File: src/rtl/stage_mem_wb_if.sv
// rtl/stage_mem_wb_if.sv - execute/memory/register-file bundle for stage_mem_wb
interface stage_mem_wb_if #(
  parameter int DATA_WIDTH     = 32,
  parameter int REG_ADDR_WIDTH = 5
);
  logic                      in_valid;
  logic                      in_ready;
  logic [31:0]               in_instruction;
  logic [DATA_WIDTH-1:0]     in_alu_result;
  logic [DATA_WIDTH-1:0]     in_store_data;
  logic                      mem_req;
  logic                      mem_we;
  logic [DATA_WIDTH-1:0]     mem_addr;
  logic [DATA_WIDTH-1:0]     mem_wdata;
  logic                      mem_ack;
  logic [DATA_WIDTH-1:0]     mem_rdata;
  logic                      rf_we;
  logic [REG_ADDR_WIDTH-1:0] rf_waddr;
  logic [DATA_WIDTH-1:0]     rf_wdata;
  logic                      illegal_op;
  logic                      mem_err;

  // Stage view: consumes execute and memory responses, drives memory and register file
  modport slave (
    input  in_valid, in_instruction, in_alu_result, in_store_data,
    input  mem_ack, mem_rdata,
    output in_ready, mem_req, mem_we, mem_addr, mem_wdata,
    output rf_we, rf_waddr, rf_wdata, illegal_op, mem_err
  );

  // Environment view: execute stage, data memory and register file
  modport master (
    output in_valid, in_instruction, in_alu_result, in_store_data,
    output mem_ack, mem_rdata,
    input  in_ready, mem_req, mem_we, mem_addr, mem_wdata,
    input  rf_we, rf_waddr, rf_wdata, illegal_op, mem_err
  );
endinterface

File: src/rtl/stage_mem_wb.sv
// rtl/stage_mem_wb.sv - memory access and writeback stage (optional counters: STAGE_MEM_WB_PERF_EN)
module stage_mem_wb #(
  parameter int DATA_WIDTH     = 32,
  parameter int REG_ADDR_WIDTH = 5,
  parameter int MEM_TIMEOUT    = 255
) (
  input  logic                  clk,
  input  logic                  rst,
`ifdef STAGE_MEM_WB_PERF_EN
  output logic [31:0]           retired_count,
  output logic [31:0]           stall_cycles,
`endif
  stage_mem_wb_if.slave         bus
);

  localparam logic [6:0]  OP_NOP   = 7'h00;
  localparam logic [6:0]  OP_ALU   = 7'h01;
  localparam logic [6:0]  OP_LOAD  = 7'h02;
  localparam logic [6:0]  OP_STORE = 7'h03;
  localparam logic [31:0] TMO_LAST = 32'(MEM_TIMEOUT - 1);

  typedef enum logic [1:0] {
    S_IDLE = 2'd0,
    S_MEM  = 2'd1,
    S_WB   = 2'd2
  } state_t;

  state_t                    state;
  logic [31:0]               tmo_count;
  logic [REG_ADDR_WIDTH-1:0] lat_dest;
  logic                      lat_is_load;

  logic                      accept;
  logic [6:0]                opcode;
  logic [REG_ADDR_WIDTH-1:0] dest;
  logic                      op_other;
  logic                      unused_fields;

  // Instruction decode of the word currently offered by execute
  assign opcode   = bus.in_instruction[6:0];
  assign dest     = bus.in_instruction[12 +: REG_ADDR_WIDTH];
  assign op_other = (opcode != OP_ALU) && (opcode != OP_LOAD) && (opcode != OP_STORE);
  assign unused_fields = &{1'b0, bus.in_instruction[31:17], bus.in_instruction[11:7]};

  // Only the memory phase stalls execute; WB can take a new instruction
  assign bus.in_ready = (state != S_MEM);
  assign accept       = bus.in_valid && bus.in_ready;

  // Main sequencer: accept, memory handshake with timeout, one-cycle writeback
  always_ff @(posedge clk or negedge rst) begin
    if (!rst) begin
      state          <= S_IDLE;
      tmo_count      <= '0;
      lat_dest       <= '0;
      lat_is_load    <= 1'b0;
      bus.mem_req    <= 1'b0;
      bus.mem_we     <= 1'b0;
      bus.mem_addr   <= '0;
      bus.mem_wdata  <= '0;
      bus.rf_we      <= 1'b0;
      bus.rf_waddr   <= '0;
      bus.rf_wdata   <= '0;
      bus.illegal_op <= 1'b0;
      bus.mem_err    <= 1'b0;
    end else begin
      bus.rf_we      <= 1'b0;
      bus.illegal_op <= 1'b0;
      bus.mem_err    <= 1'b0;
      case (state)
        S_IDLE, S_WB: begin
          state <= S_IDLE;
          if (accept) begin
            lat_dest <= dest;
            case (opcode)
              OP_ALU: begin
                state        <= S_WB;
                bus.rf_we    <= (dest != '0);
                bus.rf_waddr <= dest;
                bus.rf_wdata <= bus.in_alu_result;
              end
              OP_LOAD, OP_STORE: begin
                state         <= S_MEM;
                tmo_count     <= '0;
                lat_is_load   <= (opcode == OP_LOAD);
                bus.mem_req   <= 1'b1;
                bus.mem_we    <= (opcode == OP_STORE);
                bus.mem_addr  <= bus.in_alu_result;
                bus.mem_wdata <= bus.in_store_data;
              end
              OP_NOP: ;
              default: bus.illegal_op <= 1'b1;
            endcase
          end
        end
        S_MEM: begin
          if (bus.mem_ack) begin
            bus.mem_req <= 1'b0;
            if (lat_is_load) begin
              state        <= S_WB;
              bus.rf_we    <= (lat_dest != '0);
              bus.rf_waddr <= lat_dest;
              bus.rf_wdata <= bus.mem_rdata;
            end else begin
              state <= S_IDLE;
            end
          end else if ((MEM_TIMEOUT != 0) && (tmo_count == TMO_LAST)) begin
            bus.mem_req <= 1'b0;
            bus.mem_err <= 1'b1;
            state       <= S_IDLE;
          end else begin
            tmo_count <= tmo_count + 32'd1;
          end
        end
        default: state <= S_IDLE;
      endcase
    end
  end

`ifdef STAGE_MEM_WB_PERF_EN
  logic [1:0] retire_inc;

  // Up to two retirements per edge: a WB cycle plus a NOP/illegal accepted during it
  always_comb begin
    retire_inc = 2'd0;
    if (state == S_WB)
      retire_inc = retire_inc + 2'd1;
    if (accept && op_other)
      retire_inc = retire_inc + 2'd1;
    if ((state == S_MEM) && bus.mem_ack && !lat_is_load)
      retire_inc = retire_inc + 2'd1;
  end

  // Free-running wrap-around performance counters
  always_ff @(posedge clk or negedge rst) begin
    if (!rst) begin
      retired_count <= '0;
      stall_cycles  <= '0;
    end else begin
      retired_count <= retired_count + 32'(retire_inc);
      if (bus.in_valid && !bus.in_ready)
        stall_cycles <= stall_cycles + 32'd1;
    end
  end
`endif

endmodule

File: src/flat_wrapper.sv
// flat-port wrapper written by rule: the top's interface ports become plain ports
module stage_mem_wb_flat 
#(
  parameter int DATA_WIDTH     = 32,
  parameter int REG_ADDR_WIDTH = 5,
  parameter int MEM_TIMEOUT    = 255
)
  (clk, rst, bus_in_valid, bus_in_instruction, bus_in_alu_result, bus_in_store_data, bus_mem_ack, bus_mem_rdata, bus_in_ready, bus_mem_req, bus_mem_we, bus_mem_addr, bus_mem_wdata, bus_rf_we, bus_rf_waddr, bus_rf_wdata, bus_illegal_op, bus_mem_err);
  stage_mem_wb_if #(.DATA_WIDTH(DATA_WIDTH), .REG_ADDR_WIDTH(REG_ADDR_WIDTH)) bus_i ();
  input  logic clk;
  input  logic rst;
  input wire logic [$bits(bus_i.in_valid)-1:0] bus_in_valid;
  input wire logic [$bits(bus_i.in_instruction)-1:0] bus_in_instruction;
  input wire logic [$bits(bus_i.in_alu_result)-1:0] bus_in_alu_result;
  input wire logic [$bits(bus_i.in_store_data)-1:0] bus_in_store_data;
  input wire logic [$bits(bus_i.mem_ack)-1:0] bus_mem_ack;
  input wire logic [$bits(bus_i.mem_rdata)-1:0] bus_mem_rdata;
  output wire logic [$bits(bus_i.in_ready)-1:0] bus_in_ready;
  output wire logic [$bits(bus_i.mem_req)-1:0] bus_mem_req;
  output wire logic [$bits(bus_i.mem_we)-1:0] bus_mem_we;
  output wire logic [$bits(bus_i.mem_addr)-1:0] bus_mem_addr;
  output wire logic [$bits(bus_i.mem_wdata)-1:0] bus_mem_wdata;
  output wire logic [$bits(bus_i.rf_we)-1:0] bus_rf_we;
  output wire logic [$bits(bus_i.rf_waddr)-1:0] bus_rf_waddr;
  output wire logic [$bits(bus_i.rf_wdata)-1:0] bus_rf_wdata;
  output wire logic [$bits(bus_i.illegal_op)-1:0] bus_illegal_op;
  output wire logic [$bits(bus_i.mem_err)-1:0] bus_mem_err;
  assign bus_i.in_valid = bus_in_valid;
  assign bus_i.in_instruction = bus_in_instruction;
  assign bus_i.in_alu_result = bus_in_alu_result;
  assign bus_i.in_store_data = bus_in_store_data;
  assign bus_i.mem_ack = bus_mem_ack;
  assign bus_i.mem_rdata = bus_mem_rdata;
  assign bus_in_ready = bus_i.in_ready;
  assign bus_mem_req = bus_i.mem_req;
  assign bus_mem_we = bus_i.mem_we;
  assign bus_mem_addr = bus_i.mem_addr;
  assign bus_mem_wdata = bus_i.mem_wdata;
  assign bus_rf_we = bus_i.rf_we;
  assign bus_rf_waddr = bus_i.rf_waddr;
  assign bus_rf_wdata = bus_i.rf_wdata;
  assign bus_illegal_op = bus_i.illegal_op;
  assign bus_mem_err = bus_i.mem_err;
  stage_mem_wb #(.DATA_WIDTH(DATA_WIDTH), .REG_ADDR_WIDTH(REG_ADDR_WIDTH), .MEM_TIMEOUT(MEM_TIMEOUT)) u_core (.clk(clk), .rst(rst), .bus(bus_i));
endmodule
File: config.mk
export PLATFORM = sky130hd
export DESIGN_NAME = stage_mem_wb_flat
export DESIGN_NICKNAME = d
export VERILOG_FILES = /design/src/rtl/stage_mem_wb_if.sv /design/src/rtl/stage_mem_wb.sv /design/src/flat_wrapper.sv
export SDC_FILE = /design/constraint.sdc
export NUM_CORES = 1
export LEC_CHECK = 0
export BUFFER_PORTS_ARGS = -buffer_cell sky130_fd_sc_hd__buf_2
export CORE_UTILIZATION = 40
export DETAILED_ROUTE_END_ITERATION = 8
export PLACE_DENSITY_LB_ADDON = 0.2
export SETUP_SLACK_MARGIN = 0.3
export SYNTH_ARGS = -nofsm -noshare
export SYNTH_HDL_FRONTEND = slang
export SYNTH_SLANG_ARGS = --single-unit
File: constraint.sdc
create_clock -name clk -period 2.9 [get_ports clk]
set_clock_uncertainty 0.2 [all_clocks]
set_input_delay 0.29 -clock clk [delete_from_list [all_inputs] [get_ports clk]]
set_output_delay 0.29 -clock clk [all_outputs]
set_load 0.05 [all_outputs]
-- Word-level counts from Yosys, hierarchy flattened
Index checks and enable logic that the tools add are counted.
- bits of input ports: 132
- logic and storage cells: 80
- output and inout bits: 107
- flip-flop bits (word level): 146
- equal/unequal tests: 15
- $add $sub $neg: 1
- reduce and logical (&&, ||, !) cells: 14
- mux-type cells: 37
- operators by type and width (kind ; count):
    32-bit 2-to-1 mux ; 8
    32-bit case mux with 2 select lines ; 2
    32-bit by 1-bit adder with 32-bit output, second input constant ; 1
    32-bit by 8-bit == test with 1-bit output, second input constant ; 1
    5-bit 2-to-1 mux ; 4
    7-bit by 2-bit == test with 1-bit output, second input constant ; 2
    1-bit 2-to-1 mux ; 14
    2-bit != test, second input constant ; 5
    5-bit case mux with 2 select lines ; 1
    5-bit AND reduction ; 2
    5-bit nonzero test ; 2
    2-bit 2-to-1 mux ; 4
    2-bit case mux with 2 select lines ; 2
    7-bit by 1-bit == test with 1-bit output, second input constant ; 1
    7-bit logical NOT ; 1
    2-bit by 1-bit != test with 1-bit output, second input constant ; 3
    1-bit case mux with 2 select lines ; 2
    4-bit AND reduction ; 1
    2-bit OR reduction ; 2
    4-bit OR reduction ; 1
    3-bit by 2-bit != test with 1-bit output, second input constant ; 1
    3-bit AND reduction ; 1
    2-bit by 1-bit == test with 1-bit output, second input constant ; 1
    2-bit == test, second input constant ; 1
    4 further kinds ; 4

-- Logic depth before layout (Yosys ltp)
Gate-level depths: netlist of the first run.
- word-level depth: 5
- gate-level depth with buffers: 8
- gate-level depth less buffers: 7

-- Worst setup path after synthesis of the first run
No wires, ideal clock.
- path kind: input -> register
- from: input port bus_in_instruction[4]
- to: register u_core.bus.rf_wdata[17]
- required time: 2.575 ns
- path slack: 0.652 ns
- arrival: 1.923 ns
- buffers on the path: 2
- cell stages on the path: 7
- setup time: 0.125 ns
- path through: or4_1 -> nor2_2 -> nand3b_1 -> a22oi_1 -> buf_4 -> buf_6 -> mux2_2
- cells in the longest elaborated chain, start to end: 3
- RTL lines (what ; line ; text):
    start, declared ; flat_wrapper.sv:13 ; input wire logic [$bits(bus_i.in_instruction)-1:0] bus_in_instruction;
    7-bit by 1-bit == test with 1-bit output ; stage_mem_wb.sv:74 ; case (opcode)
    2-bit != test (no line) ; n/a ;
    5-bit AND reduction (no line) ; n/a ;
    end signal, assigned ; stage_mem_wb.sv:79 ; bus.rf_wdata <= bus.in_alu_result;
    end signal, assigned ; stage_mem_wb.sv:102 ; bus.rf_wdata <= bus.mem_rdata;
    end, declared ; stage_mem_wb_if.sv:28 ; output rf_we, rf_waddr, rf_wdata, illegal_op, mem_err
Every way passes these cells.
A chain may end at the register's enable or synchronous reset.

-- Worst setup path in the final report of the first run
- from: register u_core.state[0]
- to: output port bus_in_ready
- cells in the longest elaborated chain, start to end: 1
- RTL lines (what ; line ; text):
    start, declared ; stage_mem_wb.sv:28 ; state_t state;
    start signal, assigned ; stage_mem_wb.sv:52 ; state <= S_IDLE;
    start signal, assigned ; stage_mem_wb.sv:71 ; state <= S_IDLE;
    start signal, assigned ; stage_mem_wb.sv:76 ; state <= S_WB;
    2-bit by 1-bit != test with 1-bit output ; stage_mem_wb.sv:46 ; assign bus.in_ready = (state != S_MEM);
    end, declared ; flat_wrapper.sv:18 ; output wire logic [$bits(bus_i.in_ready)-1:0] bus_in_ready;
Every way passes these cells.

==> results of run 1 <==
==> synth_stat cells, types with 2 or more instances <==
master | n | area (sq um)
or3_1 | 2 | 12.51
o21ai_0 | 13 | 65.06
mux2i_1 | 10 | 100.1
o31ai_1 | 2 | 15.01
nand4_1 | 9 | 56.30
clkbuf_1 | 22 | 82.58
nand2_1 | 335 | 1257
and3_1 | 9 | 56.30
mux2_2 | 41 | 461.7
or4_1 | 3 | 22.52
nor2_1 | 14 | 52.55
ha_1 | 2 | 25.02
o211ai_1 | 4 | 30.03
buf_2 | 7 | 35.03
a221o_1 | 2 | 20.02
nand3_1 | 24 | 120.1
and2_1 | 4 | 25.02
nor4_2 | 2 | 25.02
nor3_1 | 2 | 10.01
dfrtp_1 | 146 | 3654
nor4_1 | 6 | 37.54
buf_6 | 2 | 22.52
inv_1 | 4 | 15.01
a31oi_1 | 6 | 37.54
==> worst paths after layout <==
| kind | startpoint | slack [ps] | depth (start not counted) | endpoint |
|---|---|---|---|---|
| worst max-delay path | u_core.state[0]$_DFFE_PN0P_ | 430 | 6 | bus_in_ready |
| worst min-delay path | bus_mem_rdata[11] | 20 | 4 | u_core.bus.rf_wdata[11]$_DFFE_PN0P_ |
| worst max register to register | u_core.tmo_count[24]$_DFFE_PN0P_ | 490 | 6 | u_core.tmo_count[7]$_DFFE_PN0P_ |
| worst min register to register | u_core.bus.mem_wdata[27]$_DFFE_PN0P_ | 270 | 2 | u_core.bus.mem_wdata[27]$_DFFE_PN0P_ |
| max in group asynchronous | rst | 1480 | 3 | u_core.state[1]$_DFFE_PN0P_ |
| min in group asynchronous | rst | 290 | 2 | u_core.bus.mem_wdata[20]$_DFFE_PN0P_ |
==> repair_timing <==
action                     CTS  global route
hold buffers               101             0
setup buffers                0             0
setup endpoints to repair    1             5
hold endpoints to repair   179             0
resized for setup            1             2
==> per-stage QoR <==
step / utilization / std cells / setup slack, ps
2_1_floorplan: - / 698 / 651.9
3_3_place_gp: 0.4965 / 1113 / 341.5
3_5_place_dp: 0.4965 / 1113 / 322.2
4_1_cts: 0.6008 / 1246 / 403.8
5_1_grt: 0.6016 / 1246 / 302.2
6_report: 0.6016 / 1246 / 427.1
==> critical path, stage by stage, from the launching register on <==
cell and delay (ps):
dfrtp_1 390, inv_1 160, nor2_4 60, buf_4 190, inv_1 90, buf_6 320
buf_2 340
==> layout make-up <==
class / instances / area [sq um] / area share
clock inverters: 12 / 178.9 / 0.01879
repair buffers: 332 / 2247 / 0.2360
clock buffers: 20 / 456.7 / 0.04796
well taps: 216 / 270.3 / 0.02838
multi-input cells: 515 / 2696 / 0.2832
flip-flops and latches: 146 / 3654 / 0.3837
inverters: 5 / 18.77 / 0.001971
==> registers in the layout, summed over array words and instances, names as in the netlist <==
name                   flops
u_core.bus.illegal_op      1
u_core.bus.mem_addr       32
u_core.bus.mem_err         1
u_core.bus.mem_req         1
u_core.bus.mem_wdata      32
u_core.bus.mem_we          1
u_core.bus.rf_waddr        5
u_core.bus.rf_wdata       32
u_core.bus.rf_we           1
u_core.lat_dest            5
u_core.lat_is_load         1
u_core.state               2
u_core.tmo_count          32
==> routing by layer <==
layer / up-vias / track usage / share of wire
li1: 2949 / - / -
met3: 22 / 0.05615 / 0.064
met1: 2833 / 0.2801 / 0.44
met2: 189 / 0.3760 / 0.48
met5: - / 0 / 0
met4: 0 / 0.08443 / 0.016
==> power by group through the flow <==
stage	Combinational, mW	Sequential (mW)	Clock, mW
finish	1.64	2.43	2.35
global route	1.74	2.46	2.48
CTS	1.64	2.42	2.40
detailed placement	1.53	2.45	0
global placement	1.52	2.45	0
floorplan	0.267	3.26	0
==> kinds of logic (layout without fill, tap and decap cells) <==
family                   after synthesis  count (layout)  synth area share
AND/OR/NAND/NOR                      422             422            0.2756
flip-flops                           146             146            0.5636
multiplexers                          52              52           0.08840
AO/OA/AOI/OAI                         39              39           0.04285
buffers and inverters                 37             369           0.02567
adder cells (fa/ha/maj)                2               2          0.003860
==> run metrics, run 1 <==
most common cell after layout, fill and taps aside nand2_1; headroom to the max-slew limit 0.4886; Slew Viols, Final 0; Sw Ratio 0.3387; routability congestion estimate from global placement 0.7845; Top FF cell, synth dfrtp_1; Synth Warn # 0; Leak 5.163 nW; crit path launch type flip-flop; design internal power 4.245 mW; fin crit period 2473 ps; register area share after synthesis 0.5636; area post-placement 7859 sq um; max_cap viols 0; Cell Rows 46; number of synthesized register bits 146; initial antenna violation count 0; die area 16720 sq um; syn nets 832; WS Path Type reg -> out; layout cells sized above 1 0.3117; unrepaired setup endpoints after global routing no; EDFF count, synth 0; grt ovf 0; final hold slack 18.91 ps; Async S/R FF share, synth 1.000; status complete, no violations; Post-Layout Inst Area 9522 sq um; Power, Total 6.418 mW; number of diodes 0; core box area 15830 sq um; Sw Pwr 2.174 mW; DR vias/cell 4.810; Sink Count 146; CTS tree done; Worst EP arrival 1980 ps; CP Capture Type output port; Mapped Area 6482 sq um; root buf cell clkbuf_16; worst-margin pin slew 767.1 ps; Clock Pin Slew Worst Setup and Hold Paths 60 ps; H-tree Lvls 4; clock power share 0.366; # IOs 239; die width 129.3 microns; largest net degree at the start of global routing 80; fill cell count 1335; Hold Crit Class in -> reg; Seq pwr share 0.378; Setup TNS 0 ps; Final Hold Vio Count 0; DR WL/cell 14.66 microns; IO buf count 218; Avg Cell Area, Syn 9.287 sq um; # DRC 0; total track usage 0.2246; Layout area overhead 46.88%; maximum VDD drop 0.4326 mV; most frequent cells in the layout nand2_1 (334), buf_2 (217), dfrtp_1 (146); DR vias 5993; Post-layout nets 1151; Num CTS Buffers 17; Synth cell types 51; FMAX 404.4 MHz; combinational power share 0.255; PwrDens 674.1 nW/um^2; drt pass-1 iters 4; clk_lat worst skew 410 ps; initial DRC count 291; clk buf depth 2; first-pass GRT wire length 29140 microns; drt total wl 18270 microns; synthesized instance count 698; fin crit share 0.8527; vias in the first global route 6008; Post-DRT Antenna Nets 0; Chip Height 129.3 microns; post-DP HPWL 11220 microns; Initial Util 0.4096; Worst Path Required 2410 ps; final setup fails 0; Max FO, Critical Path 40
(Power assumes the default switching activity.)
==> inputs of run 2 (changes only) <==
- CORE_UTILIZATION: 40 -> 50
==> run 2 against run 1 <==
Against the previous run: die area is 20% lower; critical path type is now reg -> reg; largest cell class unchanged; worst hold slack worse by 14 ps; maximum frequency is 1.1% higher; sequential power hardly changed; first-iteration DRC count is 51% higher; sequential share of layout area is 0.75 points higher; critical endpoint is now u_core.tmo_count[10]$_DFFE_PN0P_.
==> run metrics, run 2 (synthesis results as in run 1) <==
DR WL/cell 15.69 microns; crit-path max cell delay 550 ps; headroom to the max-slew limit 0.5378; Post-layout nets 1144; clk buf depth 2; routability congestion estimate from global placement 0.8486; unrepaired setup endpoints after global routing yes; CP Capture Type flip-flop; clk_lat worst skew 410 ps; Post-DRT Antenna Nets 0; Leak 5.107 nW; Initial Util 0.5137; worst path bufs/invs 1; IO buf count 218; die area 13420 sq um; vias in the first global route 6094; initial antenna violation count 0; fin crit period 2445 ps; largest net degree at the start of global routing 75; Setup Buffers After CTS 0; WS Path Type reg -> reg; PwrDens 668.5 nW/um^2; # DRC 0; total track usage 0.2770; worst setup margin 455.1 ps; root buf cell clkbuf_16; FMAX 409.0 MHz; Worst EP arrival 2570 ps; post-DP HPWL 11380 microns; layout cells sized above 1 0.3109; CTS tree done; H-tree Lvls 4; core box area 12620 sq um; status complete, no violations; pre-CTS setup slack 370.0 ps; Final Hold Vio Count 0; drt total wl 18760 microns; CP delay by family, top simple AND/OR/NAND/NOR gates; first-pass GRT wire length 28660 microns; Clock Pin Slew Worst Setup and Hold Paths 60 ps; final hold slack 4.651 ps; Slowest-stage cell, CP or4_4; Cell Rows 41; max_cap viols 0; Chip Height 115.9 microns; die width 115.9 microns; DR vias/cell 5.212; Hold Crit Class in -> reg; Max FO, Critical Path 7; Setup TNS 0 ps; fin crit share 0.8431; fill cell count 870; # IOs 239; Sink Count 146; most frequent cells in the layout nand2_1 (334), buf_2 (217), dfrtp_1 (146); maximum VDD drop 0.4734 mV; initial DRC count 438; Layout area overhead 44.06%; most common cell after layout, fill and taps aside nand2_1; DR vias 6234; Slew Viols, Final 0; drt pass-1 iters 4; crit path launch type flip-flop; Num CTS Buffers 17; Worst Path Required 3030 ps; final setup fails 0; grt ovf 0; crit-path cells nand4_1, or2_1, or4_4, a21oi_4, inv_2, a31oi_1; worst-margin pin slew 693.4 ps
## run 2: path summary, 6_finish.rpt
kind	slack (ps)	depth (start not counted)	to	from
worst min-delay path	5	4	u_core.bus.rf_wdata[10]$_DFFE_PN0P_	bus_mem_rdata[10]
worst min register to register	270	2	u_core.bus.mem_addr[7]$_DFFE_PN0P_	u_core.bus.mem_addr[7]$_DFFE_PN0P_
min in group asynchronous	240	2	u_core.bus.mem_wdata[19]$_DFFE_PN0P_	rst
worst max-delay path	460	6	u_core.tmo_count[10]$_DFFE_PN0P_	u_core.tmo_count[4]$_DFFE_PN0P_
max in group asynchronous	1460	3	u_core.bus.mem_addr[15]$_DFFE_PN0P_	rst
worst max register to register	460	6	u_core.tmo_count[10]$_DFFE_PN0P_	u_core.tmo_count[4]$_DFFE_PN0P_
## run 2: stage by stage
stage	total power, mW	instance area (sq um)	utilization	cells
finish	6.243	9339	0.7400	1196
floorplan	3.526	6482	-	698
CTS	6.256	9321	0.7386	1195
global route	6.485	9336	0.7398	1195
detailed placement	3.987	7779	0.6164	1068
global placement	3.951	7779	0.6164	1068
## run 2: cell type report
class | instances | area, sq um | area share
Clock inverter | 9 | 103.9 | 0.01112
Inverter | 5 | 18.77 | 0.002010
Antenna cell | 1 | 2.502 | 0.0002680
Sequential cell | 146 | 3654 | 0.3912
Clock buffer | 23 | 488.0 | 0.05225
Timing Repair Buffer | 325 | 2163 | 0.2316
Multi-Input combinational cell | 515 | 2694 | 0.2885
Tap cell | 172 | 215.2 | 0.02304
## run 2: what timing repair did
action                                  CTS  global route
gates resized for setup                   0             2
endpoints found under the hold margin   167             0
hold buffers                             95             0
endpoints found under the setup margin    0             8
## run 2: report_power, final
part,total [mW],leakage (nW),switching (mW),internal [mW]
clock network,2.17,0.289,0.813,1.35
registers,2.43,1.95,0.147,2.29
logic,1.64,2.87,1.18,0.461
## run 2: worst min-delay path: cells and delay by family
| kind | cells | cell delay, ps |
|---|---|---|
| muxes | 1 | 130 |
| and+or+nand+nor | 2 | 80 |
| buffers and inverters | 1 | 80 |
## run 2: metal layers
layer | wire, microns | vias up | global-route usage
met5 | 0 | - | 0
met4 | 356 | 0 | 0.09915
met3 | 1386 | 37 | 0.09205
met2 | 9581 | 260 | 0.4885
met1 | 7435 | 3011 | 0.3128
li1 | - | 2926 | -
==> inputs of run 3 (changes only) <==
- ABC_AREA: unset -> 1
- CORE_UTILIZATION: 50 -> 52
- clock period: 2.9 -> 2.35 ns (I/O delays scaled with it)
==> run 3 against run 2 <==
Against the previous run: first-iteration DRC count grew 28%; final cell count grew 28%; synthesized area grew 16%; highest routed layer unchanged; synthesized cell count grew 47%; utilization grew 1.2 points; via count grew 28%; global-route usage grew 4.0 points; critical path depth grew 2; worst hold slack gained 5.0 ps; clock power grew 29%; maximum frequency grew 25%.
==> run metrics, run 3 <==
drt total wl 23380 microns; Post-DRT Antenna Nets 0; DR WL/cell 15.24 microns; top area cells in the synthesized netlist dfrtp_1 (48%), nand2_1 (18%), o21ai_0 (7.0%), inv_1 (6.3%), nand3_1 (5.4%); Setup TNS 0 ps; HP Start bus_mem_ack; die width 122.5 microns; routability congestion estimate from global placement 0.9209; Chip Height 122.5 microns; crit-path max cell delay 390 ps; headroom to the max-slew limit 0.6708; Post-Layout Inst Area 10570 sq um; crit path launch type flip-flop; crit-path cells inv_2, nand2_1, inv_2, nand4_1, nand2_1, buf_6, nand2_1, nand2_1; CP dominant cell by count nand2_1; Synth Warn # 0; Seq pwr share 0.393; EDFF count, synth 0; Slew Viols, Final 0; Post-layout nets 1474; clk_lat worst skew 430 ps; register area share after synthesis 0.4841; Leak 5.782 nW; design internal power 4.916 mW; clk buf depth 2; # DRC 0; initial DRC count 559; Max FO, Critical Path 27; vias in the first global route 7787; root buf cell clkbuf_16; max_cap viols 0; area post-placement 8783 sq um; Avg Cell Area, Syn 7.370 sq um; largest net degree at the start of global routing 78; combinational power share 0.227; Cell Rows 43; drt pass-1 iters 7; synthesized instance count 1024; Sink Count 146; worst-margin pin slew 493.8 ps; Layout area overhead 39.99%; Top FF cell, synth dfrtp_1; IO buf count 218; Synth cell types 31; Num CTS Buffers 17; Initial Util 0.5375; dominant cell type by area after synthesis dfrtp_1; die area 15000 sq um; fill cell count 968; Sw Ratio 0.3311; most common cell in the netlist nand2_1; maximum VDD drop 0.5813 mV; FMAX 512.2 MHz; WS Path Type reg -> reg; Hold Crit Class in -> reg; unrepaired setup endpoints after global routing yes; Slowest-stage cell, CP dfrtp_1; core box area 14040 sq um; final setup fails 0; Sw Pwr 2.434 mW; launching point of the worst reg2reg path u_core.state[0]$_DFFE_PN0P_; DR vias 7950; syn nets 1158; first-pass GRT wire length 36860 microns; # IOs 239; fin crit period 1953 ps; CTS tree done; Async S/R FF share, synth 1.000; DR vias/cell 5.183; most frequent cells in the layout nand2_1 (359), buf_2 (217), dfrtp_1 (146); Clock Pin Slew Worst Setup and Hold Paths 70 ps; Final Hold Vio Count 0; number of synthesized register bits 146; top cells by count, synth nand2_1 (361), dfrtp_1 (146), inv_1 (126), o21ai_0 (106), nand3_1 (82); Power, Total 7.350 mW; post-DP HPWL 13460 microns; layout cells sized above 1 0.2402; status complete, no violations; initial antenna violation count 0; Worst Path Required 2520 ps; crit path from u_core.state[0]$_DFFE_PN0P_; H-tree Lvls 4; proportion of netlist area held by the largest area contributor 0.4841; fin crit share 0.8309; PwrDens 695.7 nW/um^2; Mapped Area 7547 sq um; total track usage 0.3173; most common cell after layout, fill and taps aside nand2_1; CP Capture Type flip-flop; Worst EP arrival 2120 ps; grt ovf 0; clock power share 0.380
-- run 3: cell types whose count changed in the layout (fill, tap and decap cells not counted), moves of 7 or more --
cell | before | now
nor2_1 | 13 | 69
mux2i_1 | 10 | 0
o21ai_0 | 13 | 106
nand2_2 | 1 | 32
nand2_1 | 334 | 359
inv_1 | 4 | 125
nand3_1 | 24 | 81
mux2_2 | 41 | 0
nor2_4 | 1 | 13
dlygate4sd3_1 | 95 | 105
and3_1 | 9 | 0
xor2_1 | 0 | 7
-- run 3: cell families after synthesis --
logic type,Yosys count,synth area share
compound gates,112,0.07460
xor+xnor,8,0.009284
fa+ha+maj,2,0.003315
buf+inv,174,0.09731
flops,146,0.4841
simple gates,582,0.3314
-- run 3: power groups by stage --
stage	Sequential, mW	Combinational [mW]	Clock [mW]
after floorplan	3.65	0.272	0
after global placement	2.90	1.47	0
after detailed placement	2.91	1.49	0
after CTS	2.87	1.63	2.80
after global routing	2.91	1.77	2.93
final	2.89	1.67	2.79
-- run 3: layout make-up --
| class | count | area (sq um) | area share |
|---|---|---|---|
| flip-flops and latches | 146 | 3654 | 0.3458 |
| multi-input cells | 706 | 3246 | 0.3072 |
| repair buffers | 338 | 2344 | 0.2218 |
| inverters | 131 | 493.0 | 0.04666 |
| clock buffers | 20 | 446.7 | 0.04228 |
| well taps | 180 | 225.2 | 0.02132 |
| clock inverters | 12 | 155.1 | 0.01469 |
| diodes | 1 | 2.502 | 0.0002369 |
-- run 3: repair_timing --
action	4_1_cts	5_1_grt
endpoints found under the setup margin	71	63
buffers inserted	0	2
hold buffers	105	0
pin swaps	0	5
gates resized for setup	4	16
endpoints found under the hold margin	237	0
cloned	0	2
-- run 3: path summary, 6_finish.rpt --
path	end	slack [ps]	cells past startpoint
setup / recovery	u_core.bus.rf_wdata[2]$_DFFE_PN0P_	400	8
hold / removal	u_core.tmo_count[19]$_DFFE_PN0P_	10	5
setup reg to reg	u_core.bus.rf_wdata[2]$_DFFE_PN0P_	400	8
hold reg to reg	u_core.bus.mem_req$_DFFE_PN0P_	270	2
max in group asynchronous	u_core.bus.rf_waddr[0]$_DFFE_PN0P_	1210	3
min in group asynchronous	u_core.tmo_count[20]$_DFFE_PN0P_	130	2
-- run 3: critical path, delay by kind of cell (launching register included) --
family	cells	cell delay [ps]
buffers and inverters	3	530
flip-flops	1	390
AND/OR/NAND/NOR	5	760
-- run 3: through the flow --
step           setup slack [ps]  std cells  hold WS [ps]  utilization
4_1_cts                   338.1       1529         5.189       0.7443
5_1_grt                   294.3       1533         33.40       0.7522
3_5_place_dp              68.89       1392         21.22       0.6255
6_report                  397.5       1534         9.611       0.7524
3_3_place_gp              117.4       1392         22.50       0.6255
2_1_floorplan             577.9       1024        -260.6            -
-- run 3: routing by layer --
layer | GRT usage | up-vias | wire (microns)
li1 | - | 3811 | -
met1 | 0.3689 | 3689 | 9256
met2 | 0.5249 | 363 | 11400
met3 | 0.09433 | 87 | 1760
met4 | 0.1730 | 0 | 964
met5 | 0 | - | 0
